--- src/rtl/uart_rx_pkg.sv ---
`default_nettype none
// ============================================================================
// Module  : uart_pkg
// Brief   : Shared types, constants and the tick-divider helper for uart_rx.
// Revision: 1.0 - initial release
// ============================================================================
package uart_pkg;

   localparam int DATA_BITS      = 8;
   localparam int OVERSAMPLE_DEF = 16;

   typedef enum logic [2:0] {
      IDLE   = 3'd0,
      START  = 3'd1,
      DATA   = 3'd2,
      PARITY = 3'd3,
      STOP   = 3'd4
   } rx_state_t;

   // Integer truncation: the residual baud error is absorbed by the
   // per-start-bit phase realignment.
   function automatic int calc_os_div(input int clock_freq, input int baud_rate,
                                      input int oversample);
      return clock_freq / (baud_rate * oversample);
   endfunction

endpackage
`default_nettype wire

--- src/rtl/uart_rx_if.sv ---
`default_nettype none
// ============================================================================
// Module  : uart_rx_if
// Brief   : Byte delivery and status bundle between uart_rx and its consumer.
//           parity_err exists only when UART_RX_PARITY_EN is defined.
// Revision: 1.0 - initial release
// ============================================================================
interface uart_rx_if;
   import uart_pkg::*;

   logic [DATA_BITS-1:0] rx_data;
   logic                 rx_valid;
   logic                 rx_ready;
   logic                 frame_err;
   logic                 overrun;
`ifdef UART_RX_PARITY_EN
   logic                 parity_err;
`endif

   modport master (
      input  rx_ready,
      output rx_data, rx_valid, frame_err, overrun
`ifdef UART_RX_PARITY_EN
      , parity_err
`endif
   );

   modport slave (
      output rx_ready,
      input  rx_data, rx_valid, frame_err, overrun
`ifdef UART_RX_PARITY_EN
      , parity_err
`endif
   );

endinterface
`default_nettype wire

--- src/rtl/uart_rx_tick_gen.sv ---
`default_nettype none
// ============================================================================
// Module  : uart_rx_tick_gen
// Brief   : Oversample tick divider (0..DIV-1) with synchronous restart.
// Revision: 1.0 - initial release
// ============================================================================
module uart_rx_tick_gen #(
   parameter int DIV = 325
) (
   input  logic clk,
   input  logic rst_n,
   input  logic restart,
   output logic os_tick
);

   localparam int            CW   = (DIV > 1) ? $clog2(DIV) : 1;
   localparam logic [CW-1:0] LAST = CW'(DIV - 1);

   logic [CW-1:0] r_cnt;

   always_ff @(posedge clk) begin
      if (!rst_n || restart) begin
         r_cnt <= '0;
      end else if (r_cnt == LAST) begin
         r_cnt <= '0;
      end else begin
         r_cnt <= r_cnt + 1'b1;
      end
   end

   assign os_tick = (r_cnt == LAST);

endmodule
`default_nettype wire

--- src/rtl/uart_rx.sv ---
`default_nettype none
// ============================================================================
// Module  : uart_rx
// Brief   : 8N1 UART receiver, 16x oversampled, valid/ready holding register.
//           Define UART_RX_PARITY_EN for an even-parity bit and parity_err.
// Revision: 1.0 - initial release
// ============================================================================
module uart_rx
   import uart_pkg::*;
#(
   parameter int CLOCK_FREQ = 50000000,
   parameter int BAUD_RATE  = 9600,
   parameter int OVERSAMPLE = OVERSAMPLE_DEF
) (
   input  logic     clk,
   input  logic     rst_n,
   input  logic     rx,
   uart_rx_if.master bus
);

   localparam int             OS_DIV      = calc_os_div(CLOCK_FREQ, BAUD_RATE, OVERSAMPLE);
   localparam int             SCW         = $clog2(OVERSAMPLE);
   localparam logic [SCW-1:0] SAMPLE_LAST = SCW'(OVERSAMPLE - 1);
   localparam logic [SCW-1:0] SAMPLE_MID  = SCW'(OVERSAMPLE / 2 - 1);
   localparam logic [2:0]     LAST_BIT    = 3'(DATA_BITS - 1);
`ifdef UART_RX_PARITY_EN
   localparam rx_state_t      AFTER_DATA  = PARITY;
`else
   localparam rx_state_t      AFTER_DATA  = STOP;
`endif

   logic                 r_rx_meta;
   logic                 r_rx_s;
   logic                 r_rx_s_d;
   rx_state_t            r_state;
   logic [SCW-1:0]       r_sample_cnt;
   logic [2:0]           r_bit_idx;
   logic [DATA_BITS-1:0] r_shift;
   logic [DATA_BITS-1:0] r_rx_data;
   logic                 r_rx_valid;
   logic                 r_frame_err;
   logic                 r_overrun;
`ifdef UART_RX_PARITY_EN
   logic                 r_parity_bit;
   logic                 r_parity_err;
`endif

   logic w_start_edge;
   logic w_os_tick;
   logic w_mid;
   logic w_parity_ok;

   assign w_start_edge = (r_state == IDLE) && r_rx_s_d && !r_rx_s;
   assign w_mid        = w_os_tick && (r_sample_cnt == SAMPLE_MID);
`ifdef UART_RX_PARITY_EN
   assign w_parity_ok  = ~(^{r_shift, r_parity_bit});
`else
   assign w_parity_ok  = 1'b1;
`endif

   uart_rx_tick_gen #(
      .DIV (OS_DIV)
   ) u_tick_gen (
      .clk     (clk),
      .rst_n   (rst_n),
      .restart (w_start_edge),
      .os_tick (w_os_tick)
   );

   always_ff @(posedge clk) begin
      if (!rst_n) begin
         r_rx_meta    <= 1'b1;
         r_rx_s       <= 1'b1;
         r_rx_s_d     <= 1'b1;
         r_state      <= IDLE;
         r_sample_cnt <= '0;
         r_bit_idx    <= '0;
         r_shift      <= '0;
         r_rx_data    <= '0;
         r_rx_valid   <= 1'b0;
         r_frame_err  <= 1'b0;
         r_overrun    <= 1'b0;
`ifdef UART_RX_PARITY_EN
         r_parity_bit <= 1'b0;
         r_parity_err <= 1'b0;
`endif
      end else begin
         r_rx_meta   <= rx;
         r_rx_s      <= r_rx_meta;
         r_rx_s_d    <= r_rx_s;
         r_frame_err <= 1'b0;
         r_overrun   <= 1'b0;
`ifdef UART_RX_PARITY_EN
         r_parity_err <= 1'b0;
`endif

         if (r_rx_valid && bus.rx_ready) begin
            r_rx_valid <= 1'b0;
         end

         // The sample counter keeps free-running mod OVERSAMPLE across the
         // frame, so every mid-bit decision lands on the same count.
         if (w_start_edge) begin
            r_sample_cnt <= '0;
         end else if (w_os_tick && (r_state != IDLE)) begin
            r_sample_cnt <= (r_sample_cnt == SAMPLE_LAST) ? '0 : r_sample_cnt + 1'b1;
         end

         case (r_state)
            IDLE: begin
               if (w_start_edge) begin
                  r_state <= START;
               end
            end
            START: begin
               if (w_mid) begin
                  if (!r_rx_s) begin
                     r_state   <= DATA;
                     r_bit_idx <= '0;
                  end else begin
                     r_state   <= IDLE;
                  end
               end
            end
            DATA: begin
               if (w_mid) begin
                  r_shift[r_bit_idx] <= r_rx_s;
                  if (r_bit_idx == LAST_BIT) begin
                     r_state <= AFTER_DATA;
                  end else begin
                     r_bit_idx <= r_bit_idx + 3'd1;
                  end
               end
            end
`ifdef UART_RX_PARITY_EN
            PARITY: begin
               if (w_mid) begin
                  r_parity_bit <= r_rx_s;
                  r_state      <= STOP;
               end
            end
`endif
            STOP: begin
               if (w_mid) begin
                  r_state <= IDLE;
                  if (!r_rx_s) begin
                     r_frame_err <= 1'b1;
`ifdef UART_RX_PARITY_EN
                  end else if (!w_parity_ok) begin
                     r_parity_err <= 1'b1;
`endif
                  end else if (r_rx_valid && !bus.rx_ready) begin
                     r_overrun <= 1'b1;
                  end else if (w_parity_ok) begin
                     // Covers the accept-and-load case: rx_valid stays high.
                     r_rx_data  <= r_shift;
                     r_rx_valid <= 1'b1;
                  end
               end
            end
            default: begin
               r_state <= IDLE;
            end
         endcase
      end
   end

   assign bus.rx_data   = r_rx_data;
   assign bus.rx_valid  = r_rx_valid;
   assign bus.frame_err = r_frame_err;
   assign bus.overrun   = r_overrun;
`ifdef UART_RX_PARITY_EN
   assign bus.parity_err = r_parity_err;
`endif

endmodule
`default_nettype wire

--- src/flat_wrapper.sv ---
// flat-port wrapper written by rule: the top's interface ports become plain ports
module uart_rx_flat import uart_pkg::*;
#(
   parameter int CLOCK_FREQ = 50000000,
   parameter int BAUD_RATE  = 9600,
   parameter int OVERSAMPLE = OVERSAMPLE_DEF
)
  (clk, rst_n, rx, bus_rx_ready, bus_rx_data, bus_rx_valid, bus_frame_err, bus_overrun);
  uart_rx_if bus_i ();
  input  logic clk;
  input  logic rst_n;
  input  logic rx;
  input wire logic [$bits(bus_i.rx_ready)-1:0] bus_rx_ready;
  output wire logic [$bits(bus_i.rx_data)-1:0] bus_rx_data;
  output wire logic [$bits(bus_i.rx_valid)-1:0] bus_rx_valid;
  output wire logic [$bits(bus_i.frame_err)-1:0] bus_frame_err;
  output wire logic [$bits(bus_i.overrun)-1:0] bus_overrun;
  assign bus_i.rx_ready = bus_rx_ready;
  assign bus_rx_data = bus_i.rx_data;
  assign bus_rx_valid = bus_i.rx_valid;
  assign bus_frame_err = bus_i.frame_err;
  assign bus_overrun = bus_i.overrun;
  uart_rx #(.CLOCK_FREQ(CLOCK_FREQ), .BAUD_RATE(BAUD_RATE), .OVERSAMPLE(OVERSAMPLE)) u_core (.clk(clk), .rst_n(rst_n), .rx(rx), .bus(bus_i));
endmodule
--- config.mk ---
export PLATFORM = sky130hd
export DESIGN_NAME = uart_rx_flat
export DESIGN_NICKNAME = d
export VERILOG_FILES = /design/src/rtl/uart_rx_pkg.sv /design/src/rtl/uart_rx_if.sv /design/src/rtl/uart_rx_tick_gen.sv /design/src/rtl/uart_rx.sv /design/src/flat_wrapper.sv
export SDC_FILE = /design/constraint.sdc
export NUM_CORES = 1
export LEC_CHECK = 0
export ABC_AREA = 1
export CAP_MARGIN = 20
export CORE_ASPECT_RATIO = 0.7
export CORE_MARGIN = 1.5
export CORE_UTILIZATION = 65
export CTS_CLUSTER_DIAMETER = 100
export DETAILED_ROUTE_END_ITERATION = 8
export DONT_BUFFER_PORTS = 1
export GPL_TIMING_DRIVEN = 0
export PLACE_DENSITY = 0.81
export SYNTH_ARGS = -nofsm -noshare
export SYNTH_HDL_FRONTEND = slang
export SYNTH_SLANG_ARGS = --single-unit
--- constraint.sdc ---
create_clock -name clk -period 4.8 [get_ports clk]
set_clock_uncertainty 0.1 [all_clocks]
set_input_delay 1.2 -clock clk [delete_from_list [all_inputs] [get_ports clk]]
set_output_delay 1.2 -clock clk [all_outputs]
set_load 0.005 [all_outputs]
==> results of run 1 <==
worst max-delay path by stage:
| stage | start | to | depth (start not counted) |
|---|---|---|---|
| floorplan | bus_rx_ready | u_core.bus.rx_data[4] | 7 |
| global placement | rst_n | u_core.u_tick_gen.r_cnt[8] | 6 |
| detailed placement | rst_n | u_core.u_tick_gen.r_cnt[8] | 6 |
| CTS | u_core.bus.rx_data[5] | bus_rx_data[5] | 0 |
| global route | u_core.bus.rx_valid | bus_rx_valid | 0 |
| finish | u_core.bus.rx_data[3] | bus_rx_data[3] | 0 |
metal layers:
layer  vias up  GRT usage
met5         -          0
met4         0     0.1033
met3         9    0.07907
met2        31     0.3544
met1       733     0.4035
li1        872          -
through the flow:
stage               hold slack (ns)    util
CTS                          0.3403  0.7469
global placement             0.3045  0.7043
finish                       0.3377  0.7469
global route                 0.3526  0.7469
floorplan                    0.2925       -
detailed placement           0.3212  0.7043
report_power, final:
group,total (mW),leakage (nW),switching [mW],internal [mW]
sequential,0.376,0.332,0.0196,0.356
clock,0.288,0.0574,0.119,0.169
combinational,0.138,0.592,0.0961,0.0421
flip-flops by register name, indices dropped and copies added (netlist names):
name                     flops
u_core.r_rx_s_d              1
u_core.r_rx_s                1
u_core.bus.overrun           1
u_core.bus.rx_valid          1
u_core.r_rx_meta             1
u_core.bus.frame_err         1
u_core.u_tick_gen.r_cnt      9
u_core.r_bit_idx             3
u_core.r_shift               8
u_core.r_state               3
u_core.bus.rx_data           8
u_core.r_sample_cnt          4
final cells by class:
cell class / count / area share
Buffer: 4 / 0.01780
Clock inverter: 2 / 0.01780
Tap cell: 36 / 0.02137
Multi-Input combinational cell: 190 / 0.4433
Sequential cell: 41 / 0.3893
Clock buffer: 6 / 0.03917
Inverter: 40 / 0.07122
synth_stat cells (all sizes together):
master / count
a21oi: 15
and3: 1
buf: 3
clkbuf: 1
dfxtp: 41
ha: 5
inv: 40
nand2: 68
nand3: 23
nand3b: 1
nand4: 4
nor2: 55
nor3: 3
nor3b: 1
nor4: 1
o21ai: 4
o21bai: 4
or2: 3
xnor2: 1
xor2: 1
kinds of logic after synthesis:
kind of cell | after synthesis
AND/OR/NAND/NOR | 160
buffers and inverters | 44
flip-flops | 41
AO/OA/AOI/OAI | 23
adder cells (fa/ha/maj) | 5
XOR/XNOR | 2
==> flow_summary.json, run 1 <==
{
  "cts_tree": "done",
  "clock-sinks": 41,
  "fp.dieArea_um2": 3332,
  "mostFrequentLayoutCells": "64 x nand2_1, 46 x nor2_1, 41 x dfxtp_1",
  "drive_gt1_frac": 0.1131,
  "arrival_ns": 0.65,
  "min_from": "u_core.r_rx_meta",
  "synth_seq_cells": 41,
  "io_buffer_count": 0,
  "synth_compound_area_frac": 0.06439,
  "multi_input_area_um2": 934.6,
  "nets": 291,
  "max_cap_viol_count": 0,
  "routed_wl_mm": 3.697,
  "postRouteAntennaNets": 0,
  "rsz0062_at_grt": "false",
  "vias": 1645,
  "initial_core_util": 0.6884,
  "grt_max_degree": 14,
  "ys_warn_count": 0,
  "hold_end": "u_core.r_rx_s",
  "clk_pin_slew_ns": 0.08,
  "synthMuxAreaShare": 0,
  "period_share": 0.4065,
  "final.setup.worst_slack_ns": 2.849,
  "ys_seq_area_frac": 0.4224,
  "wl_per_cell_um": 11.59,
  "die_y_um": 48.75,
  "diodes": 0,
  "cp_data_required_time_ns": 3.50,
  "syn_inst": 275,
  "min_path_cells": 1,
  "clock.fmax_ghz": 0.5125,
  "power_uw": 802.1,
  "syn-cell-area_um2": 1943,
  "avgSynthCellArea_um2": 7.066,
  "hold_buffers": 0,
  "p_leak_nw": 0.9809,
  "rr_worst_depth": 10,
  "cts_resized": 0,
  "place_congestion": 0.8919,
  "root_buffer": "clkbuf_8",
  "path_max_fanout": 2,
  "clock_latency_ns": 0.30,
  "post_cts_buffers": 0,
  "pwr_density_cell_nw_per_um2": 380.4,
  "worstMarginPinSlew_ns": 0.4382,
  "stdcell_area_um2": 2108,
  "dpl_cell_area_um2": 1988,
  "r2r_start": "u_core.u_tick_gen.r_cnt[0]",
  "crit_type": "reg2out",
  "overflow": 0,
  "dpl.cell_count": 311,
  "wl_met1_mm": 2.014,
  "htreeDepth": 2,
  "io_pins": 15,
  "min_path_type": "reg2reg",
  "peakVddDrop_mv": 0.2623,
  "crit_path_end_kind": "primary output",
  "top_layer": "met4",
  "timing.rr.end": "u_core.bus.rx_data[1]",
  "area_growth_pct": 8.500,
  "status": "completed",
  "dp_hpwl_mm": 2.716,
  "synthAdderAreaFrac": 0.03220,
  "dr_wl_met2_mm": 1.461,
  "grt_pass1_wl_mm": 6.644,
  "hold_violations": 0,
  "dr.pass1.iters": 4,
  "synthSimpleGateAreaFrac": 0.3754,
  "antenna_found_initial": 0,
  "synth_top_area_share": 0.4224,
  "drt_iter0_drc": 94,
  "track_usage": 0.2679,
  "numCtsBuffers": 5,
  "routed_via_density": 5.157,
  "setup_viol": 0,
  "yosys-top-cells-area": "dfxtp_1 42%, nand2_1 12%, nor2_1 8.9%, inv_1 7.1%, nand3_1 5.7%",
  "grt_pass1_vias": 1497,
  "synth_xor_xnor_area_share": 0.009015,
  "route.met3.wl_um": 159,
  "finalSetupTns_ns": 0,
  "finalCriticalPeriod_ns": 1.951,
  "rrSetupSlack_ns": 3.09,
  "ys_types": 28,
  "worst_setup_path_start_kind": "flip-flop",
  "num-fill-cells": 237,
  "synth_top_cell_by_area": "dfxtp_1",
  "die_x_um": 68.35,
  "core_um2": 2823,
  "final_max_slew_viol_count": 0,
  "slew_headroom": 0.7079,
  "register_area_um2": 820.8,
  "rows": 16,
  "drc": 0,
  "pre_cts_ws_ns": 2.699,
  "synth_top_family_by_area": "simple AND/OR/NAND/NOR gates",
  "clockBufferDepth": 2,
  "post_layout_nonfiller_instances": 319,
  "final_common_cell": "nand2_1",
  "syn_nets": 284
}
Note: power is estimated with default switching activity, not from simulation.
==> run 2: changes to the inputs <==
- CORE_UTILIZATION: 65 -> 62
- PLACE_DENSITY: 0.81 -> 0.78
- clock period: 4.8 -> 1.95 ns (I/O delays scaled with it)
==> run 2 against run 1 <==
  * Critical path depth grew 9
  * Combinational power up 140%
  * Cell count did not move
  * Wire length fell by 6.6%
  * Sequential power rose by 150%
  * Critical path type is now reg2reg
  * Via count shrank 1.3%
  * Count of clock-buffer cells in the layout is 1 higher
  * Worst hold slack got worse by 0.14 ns
  * Clock power increased by 110%
  * Register-to-register slack got worse by 2.9 ns
  * Global-route usage is 2.4 points lower
==> flow_summary.json, run 2 (synthesis results as in run 1) <==
{
  "dpl_cell_area_um2": 1988,
  "final.setup.worst_slack_ns": 0.2271,
  "final_max_slew_viol_count": 0,
  "post_cts_buffers": 0,
  "crit_path_cell_trace": "ha_1 -> inv_1 -> nor2_1 -> nand3_2 -> buf_6 -> nand2_1 -> nand3b_1 -> nand2_1 -> nor2_1",
  "drc": 0,
  "postRouteAntennaNets": 0,
  "cts_resized": 0,
  "core_um2": 2883,
  "clock.fmax_ghz": 0.5804,
  "slew_headroom": 0.7028,
  "grt_pass1_wl_mm": 6.665,
  "min_path_type": "in2reg",
  "pre_cts_ws_ns": 0.2338,
  "cp_data_required_time_ns": 2.03,
  "final_common_cell": "nand2_1",
  "top_register": "u_core.u_tick_gen.r_cnt",
  "initial_core_util": 0.6740,
  "pwr_density_cell_nw_per_um2": 890.0,
  "crit_type": "reg2reg",
  "finalCriticalPeriod_ns": 1.723,
  "cts_tree": "done",
  "status": "completed",
  "worstSetupStartpoint": "u_core.r_sample_cnt[0]",
  "power_mw": 1.860,
  "die_x_um": 69.91,
  "clk_pin_slew_ns": 0.08,
  "r2r_start": "u_core.r_sample_cnt[0]",
  "place_congestion": 0.8617,
  "vias": 1623,
  "rsz0062_at_grt": "false",
  "finalSetupTns_ns": 0,
  "power_frac_clock": 0.324,
  "grt_max_degree": 13,
  "post_layout_nonfiller_instances": 319,
  "io_pins": 15,
  "cp_slowest_stage_delay_ns": 0.37,
  "drive_gt1_frac": 0.1131,
  "io_buffer_count": 0,
  "dpl.cell_count": 311,
  "setup_viol": 0,
  "p_int_mw": 1.299,
  "diodes": 0,
  "worst_setup_path_start_kind": "flip-flop",
  "p_leak_nw": 0.9777,
  "period_share": 0.8836,
  "clock_latency_ns": 0.29,
  "worstMarginPinSlew_ns": 0.4458,
  "switching_power_uw": 560.9,
  "dp_hpwl_mm": 2.578,
  "routed_via_density": 5.088,
  "largest_reg_flops": 9,
  "num-fill-cells": 244,
  "path_max_fanout": 10,
  "clockBufferDepth": 2,
  "mostFrequentLayoutCells": "64 x nand2_1, 46 x nor2_1, 41 x dfxtp_1",
  "comb_power_share": 0.179,
  "crit_path_end_kind": "flip-flop",
  "peakVddDrop_mv": 0.6373,
  "register_area_um2": 820.8,
  "area_growth_pct": 7.534,
  "overflow": 0,
  "min_from": "rx",
  "p_sw_frac": 0.3016,
  "nets": 291,
  "track_usage": 0.2438,
  "die_y_um": 49.84,
  "fp.dieArea_um2": 3484,
  "hold_violations": 0,
  "arrival_ns": 1.81,
  "wl_per_cell_um": 10.82,
  "multi_input_area_um2": 934.6,
  "drt_iter0_drc": 99,
  "numCtsBuffers": 5,
  "hold_buffers": 0,
  "root_buffer": "clkbuf_8",
  "cp_slowest_cell": "dfxtp_1",
  "p_seq_frac": 0.497,
  "routed_wl_mm": 3.453,
  "stdcell_area_um2": 2090,
  "max_cap_viol_count": 0,
  "htreeDepth": 2,
  "grt_pass1_vias": 1510,
  "antenna_found_initial": 0,
  "dr.pass1.iters": 5,
  "rows": 16,
  "clock-sinks": 41,
  "hold_slack_ns": 0.1948,
  "post-route-util": 0.7248
}
==> run 2: changes by cell type in the layout (fill, tap and decap cells not counted), sizes merged <==
cell,previous run,this run
bufinv,1,0
clkinvlp,1,0
clkinv,0,1
clkbuf,7,8
==> run 2: final timing paths <==
kind                    endpoint  slack [ns]  cells after the start
min reg2reg        u_core.r_rx_s        0.33                      1
min             u_core.r_rx_meta        0.19                      1
max          u_core.r_bit_idx[0]        0.23                      9
max reg2reg  u_core.r_bit_idx[0]        0.23                      9
==> run 2: routing by layer <==
layer | vias up | GRT usage | part of all wire
met3 | 5 | 0.06135 | 0.062
met4 | 0 | 0.09615 | 0.017
met5 | - | 0 | 0
met2 | 38 | 0.3333 | 0.37
li1 | 874 | - | -
met1 | 706 | 0.3645 | 0.55
==> run 2: area by class of cell <==
type / count / area share
Buffer: 4 / 0.01796
Sequential cell: 41 / 0.3928
Tap cell: 36 / 0.02156
Inverter: 40 / 0.07186
Clock inverter: 1 / 0.002395
Multi-Input combinational cell: 190 / 0.4473
Clock buffer: 7 / 0.04611
==> run 2: worst max-delay path: cells and delay by family, from the launching register on <==
kind	cells	cell delay, ns
and+or+nand+nor	6	0.70
buffers and inverters	2	0.23
adders and majority gates	1	0.23
DFF	1	0.37
==> run 2: power by group through the flow <==
stage	Combinational, mW	Sequential [mW]	Clock, mW
2_1_floorplan	0.273	0.931	0
3_3_place_gp	0.322	0.941	0
3_5_place_dp	0.329	0.942	0
4_1_cts	0.332	0.922	0.617
5_1_grt	0.388	0.930	0.647
6_report	0.334	0.923	0.603
==> edit 1 (settings of run 2) <==
`CLOCK_FREQ` is set to 50000000 in 2 places; all go to 100000000.
--- a/src/rtl/uart_rx.sv
+++ b/src/rtl/uart_rx.sv
@@ -8,7 +8,7 @@
 module uart_rx
    import uart_pkg::*;
 #(
-   parameter int CLOCK_FREQ = 50000000,
+   parameter int CLOCK_FREQ = 100000000,
    parameter int BAUD_RATE  = 9600,
    parameter int OVERSAMPLE = OVERSAMPLE_DEF
 ) (
--- a/src/flat_wrapper.sv
+++ b/src/flat_wrapper.sv
@@ -1,7 +1,7 @@
 // flat-port wrapper written by rule: the top's interface ports become plain ports
 module uart_rx_flat import uart_pkg::*;
 #(
-   parameter int CLOCK_FREQ = 50000000,
+   parameter int CLOCK_FREQ = 100000000,
    parameter int BAUD_RATE  = 9600,
    parameter int OVERSAMPLE = OVERSAMPLE_DEF
 )
Formal check against the unedited RTL: same outputs for any inputs over 10 cycles, from zero or initial values and one cycle with rst_n low; that may be too few to reach the edited logic, so the function may still have changed.
==> edit 1 against run 2 <==
- the run now ends with DRC left
- worst setup slack worse by 0.047 ns
- final area is 6.9% higher
- count of clock-buffer cells in the layout is 1 lower
- sequential cell count is 1 higher
- largest cell class unchanged
- routed wire length is 16% higher
- area after synthesis is 5.8% higher
- sequential share of layout area is 1.7 points lower
- first-iteration DRC count is 36% higher
- largest power group unchanged
- total power is 9.2% lower
- global-route usage is 1.6 points lower
==> edit 1: results (changes against run 2) <==
[yosys]
synthArstFlopShare=0  ; unchanged
yosysSeqAreaShare=0.409  ; -0.0134
yosys-top-cells-area=dfxtp_1 41%, nand2_1 10%, nor2_1 8.8%
synth_common_cells=57 x nand2_1, 48 x nor2_1, 42 x dfxtp_1
synth_nets=294  ; +3.5%
synth-main-ff-cell=dfxtp_1
synthDistinctLibCells=28  ; unchanged

[sta]
tightestPinTransition_ns=0.465  ; +0.0196 ns
worst_hold_slack_ns=0.193  ; -0.00207 ns

[placement]
gp_routability_congestion=0.822  ; -4.7%
numPortBuffers=0  ; unchanged
hpwlAfterDp_um=2810  ; +9.0%

[setup_path]
crit_end=u_core.bus.rx_data[6]
cpPeakStageDelay_ns=0.34  ; -0.03 ns
crit_start=u_core.u_tick_gen.r_cnt[0]
r2r_cells=10  ; +1
timing.rr.end=u_core.bus.rx_data[6]
crit_path_top_delay_cell=dfxtp_1
rrSetupSlack_ns=0.18  ; -0.05 ns
crit_arrival_ns=1.87  ; +0.06 ns

[final_layout]
fillers=268  ; +9.8%
top_register=u_core.u_tick_gen.r_cnt
final_layout_size_suffix_gt1_frac=0.111  ; -0.00196
largest_reg_flops=10  ; +1
num-nets-final=305  ; +4.8%

[outcome]
status=complete, but fails checks
violations=DRC

[global_route]
grt_antenna_before_repair=0  ; unchanged
grt_pass1_wl_um=6460  ; -3.1%
grt.overflow.total=0  ; unchanged
grt_usage=0.228  ; -0.0156
grt_pass1_vias=1462  ; -3.2%
grt_max_degree=14  ; +1

[clock_tree]
h-tree-depth=2  ; unchanged
cts_max_path_buffers=2  ; unchanged

[route]
initialDrtViolationCount=135  ; +36%
drt_first_pass_iters=6  ; +1
detail_route.drc_violations=3  ; +3
routed_wirelength_um=4000  ; +16%
vias=1781  ; +9.7%

[pwr]
power_leakage_nw=0.967  ; -1.1%
power.internal_mw=1.22  ; -6.0%
ir_drop_v=0.000548  ; -14%

edit 1: cell types whose count changed after synthesis, moves of 2 or more:
cell,change
nand4_1,+9
nand2_1,-7
nor2_2,-6
a21oi_1,+3
xor2_1,+3
buf_6,-2
inv_2,-2
nand3_4,+2
nor2_1,+2
o21ai_0,+2
or2_2,+2
edit 1: per-layer routing:
layer / share of wire / global-route usage / wire, um
met5: 0 / 0 / 0
met4: 0.0068 / 0.0472 / 27
met3: 0.070 / 0.0730 / 278
met2: 0.39 / 0.306 / 1570
met1: 0.53 / 0.352 / 2120
edit 1: power by group through the flow:
stage | combinational, mW | sequential, mW | clock (mW)
floorplan | 0.169 | 0.906 | 0
global placement | 0.210 | 0.909 | 0
detailed placement | 0.211 | 0.910 | 0
CTS | 0.213 | 0.889 | 0.599
global route | 0.246 | 0.892 | 0.633
finish | 0.217 | 0.889 | 0.581
edit 1: critical path: cells and delay by family, from the launching register on:
kind	cells	cell delay, ns
AND/OR/NAND/NOR	6	0.72
flip-flops	1	0.34
buffers and inverters	3	0.32
adder cells (fa/ha/maj)	1	0.20
edit 1: kinds of logic (layout without fill, tap and decap cells):
kind of cell | count (synthesis) | after routing | synth area share
flops | 42 | 42 | 0.409
compound gates | 29 | 29 | 0.0767
xor+xnor | 4 | 4 | 0.0170
fa+ha+maj | 5 | 5 | 0.0304
simple gates | 160 | 161 | 0.376
buf+inv | 45 | 56 | 0.0913
edit 1: through the flow:
| step | setup slack [ns] | std cells |
|---|---|---|
| finish | 0.180 | 335 |
| global route | -0.00138 | 335 |
| CTS | 0.0998 | 331 |
| detailed placement | 0.140 | 323 |
| global placement | 0.144 | 323 |
| floorplan | 0.369 | 285 |
edit 1: worst min path at each step:
stage	start	end
finish	rx	u_core.r_rx_meta
global route	rx	u_core.r_rx_meta
detailed placement	u_core.r_rx_meta	u_core.r_rx_s
CTS	rx	u_core.r_rx_meta
floorplan	u_core.r_rx_meta	u_core.r_rx_s
global placement	u_core.r_rx_meta	u_core.r_rx_s
edit 1: what timing repair did:
| action | CTS | global route |
|---|---|---|
| buffers inserted | 0 | 3 |
| endpoints found under the setup margin | 0 | 14 |
| gates resized for setup | 0 | 2 |
edit 1: cell type report:
cell class,instances,area [sq um],share of cell area
Buffer,5,37.5,0.0168
Clock buffer,6,82.6,0.0370
Clock inverter,2,12.5,0.00560
Inverter,40,150,0.0672
Multi-Input combinational cell,199,1040,0.466
Sequential cell,42,841,0.376
Tap cell,38,47.5,0.0213
Timing Repair Buffer,3,22.5,0.0101
==> edit 2 (settings of run 2) <==
Made on the original files. Add an input register stage for `rx`, without a reset; this delays it by one clock. The other inputs are not delayed to match.
--- a/src/rtl/uart_rx.sv
+++ b/src/rtl/uart_rx.sv
@@ -23,6 +23,12 @@
    localparam logic [SCW-1:0] SAMPLE_LAST = SCW'(OVERSAMPLE - 1);
    localparam logic [SCW-1:0] SAMPLE_MID  = SCW'(OVERSAMPLE / 2 - 1);
    localparam logic [2:0]     LAST_BIT    = 3'(DATA_BITS - 1);
+
+   logic rx_q;
+
+   always_ff @(posedge clk) begin
+      rx_q <= rx;
+   end
 `ifdef UART_RX_PARITY_EN
    localparam rx_state_t      AFTER_DATA  = PARITY;
 `else
@@ -85,7 +91,7 @@
          r_parity_err <= 1'b0;
 `endif
       end else begin
-         r_rx_meta   <= rx;
+         r_rx_meta   <= rx_q;
          r_rx_s      <= r_rx_meta;
          r_rx_s_d    <= r_rx_s;
          r_frame_err <= 1'b0;
Check against the original RTL: no difference found for any inputs over 10 cycles, from zero or initial values and one cycle with rst_n low; that may be too few to reach the edited logic, so the function may still have changed.
==> edit 2 against run 2 <==
- final cell count is 5.0% higher
- routed wire length is 2.5% higher
- fmax is 2.8% lower
- worst setup slack worse by 0.050 ns
- total power is 1.4% lower
- largest cell class unchanged
- combinational power is 29% lower
- sequential cell count is 1 higher
- highest routed layer unchanged
- area after synthesis is 2.0% higher
- final area is 2.4% higher
- critical endpoint is now u_core.bus.rx_data[3]
==> edit 2: results (changes against run 2) <==
[final_layout]
final_layout_size_suffix_gt1_frac=0.0903  ; -0.0228
seq_share=0.393  ; about the same
multi_input_area_sq_um=922  ; -1.3%
final_cells=335  ; +5.0%
multi_input_area_share=0.431  ; -0.0163
clkbuf_count=6  ; -1
clk_share=0.0526  ; +0.00413
inv_count=50  ; +25%
fillers=237  ; -2.9%
buffer_area_frac=0.0146  ; -0.00334
nMultiInputCombCells=196  ; +3.2%

[placement]
hpwlAfterDp_um=2540  ; -1.3%
dp.cells=328  ; +5.5%
pre_cts_slack_ns=0.220  ; -0.0133 ns

[route]
drt_first_pass_iters=4  ; -1
viasPerCell=4.85  ; -4.7%
route.layer.met1.wl_um=1990  ; +4.1%
routed_wirelength_um=3540  ; +2.5%

[yosys]
synth_common_cells=75 x nand2_1, 59 x nor2_1, 48 x inv_1
synth_nets=301  ; +6.0%
syn_inst=292  ; +6.2%
ys_ff_latch=42  ; +2.4%
syn_avg_cell_area_sq_um=6.79  ; -3.9%
synthDistinctLibCells=26  ; -7.1%
yosysSeqAreaShare=0.424  ; +0.00183
yosys-top-cells-area=dfxtp_1 42%, nand2_1 14%, nor2_1 11%

[outcome]
status=finished clean

[pwr]
power.internal_mw=1.36  ; +5.0%
power_leakage_nw=1.03  ; +5.0%
ir_drop_v=0.000756  ; +19%

[setup_path]
critical_path_class=register to register
crit_arrival_ns=1.87  ; +0.06 ns
crit_family=simple AND/OR/NAND/NOR gates
timing.rr.end=u_core.bus.rx_data[3]
rrSetupSlack_ns=0.18  ; -0.05 ns

[hold_path]
hold_end=u_core.rx_q
holdPathStages=0  ; -1

[global_route]
grt_usage=0.229  ; -0.0148
grt_util_met2=0.332  ; -0.00157
grt_pass1_vias=1398  ; -7.4%
grt_use_met1=0.320  ; -0.0442
grt_pass1_wl_um=6160  ; -7.6%

[sta]
worst_hold_slack_ns=0.113  ; -0.0814 ns
tightestPinTransition_ns=0.460  ; +0.0138 ns
fmax_mhz=564  ; -2.8%

## edit 2: cell types whose count changed in the layout (fill, tap and decap cells not counted), sizes merged, moves of 2 or more
| cell | before | now |
|---|---|---|
| a21oi | 15 | 10 |
| inv | 40 | 50 |
| nand2 | 68 | 79 |
| nand3 | 23 | 16 |
| nor2 | 55 | 66 |
| nor3 | 3 | 6 |
| o21ai | 4 | 2 |
| o21bai | 4 | 0 |
## edit 2: cell families after synthesis
family / after synthesis / synth area share
fa+ha+maj: 5 / 0.0316
flops: 42 / 0.424
simple gates: 176 / 0.390
buf+inv: 54 / 0.110
compound gates: 12 / 0.0303
xor+xnor: 3 / 0.0133
## edit 2: power by group through the flow
stage          registers [mW]  clock network [mW]  logic (mW)
6_report                0.907               0.690       0.238
5_1_grt                 0.909               0.737       0.268
4_1_cts                 0.907               0.702       0.236
3_5_place_dp            0.926                   0       0.226
2_1_floorplan           0.920                   0       0.186
3_3_place_gp            0.925                   0       0.220
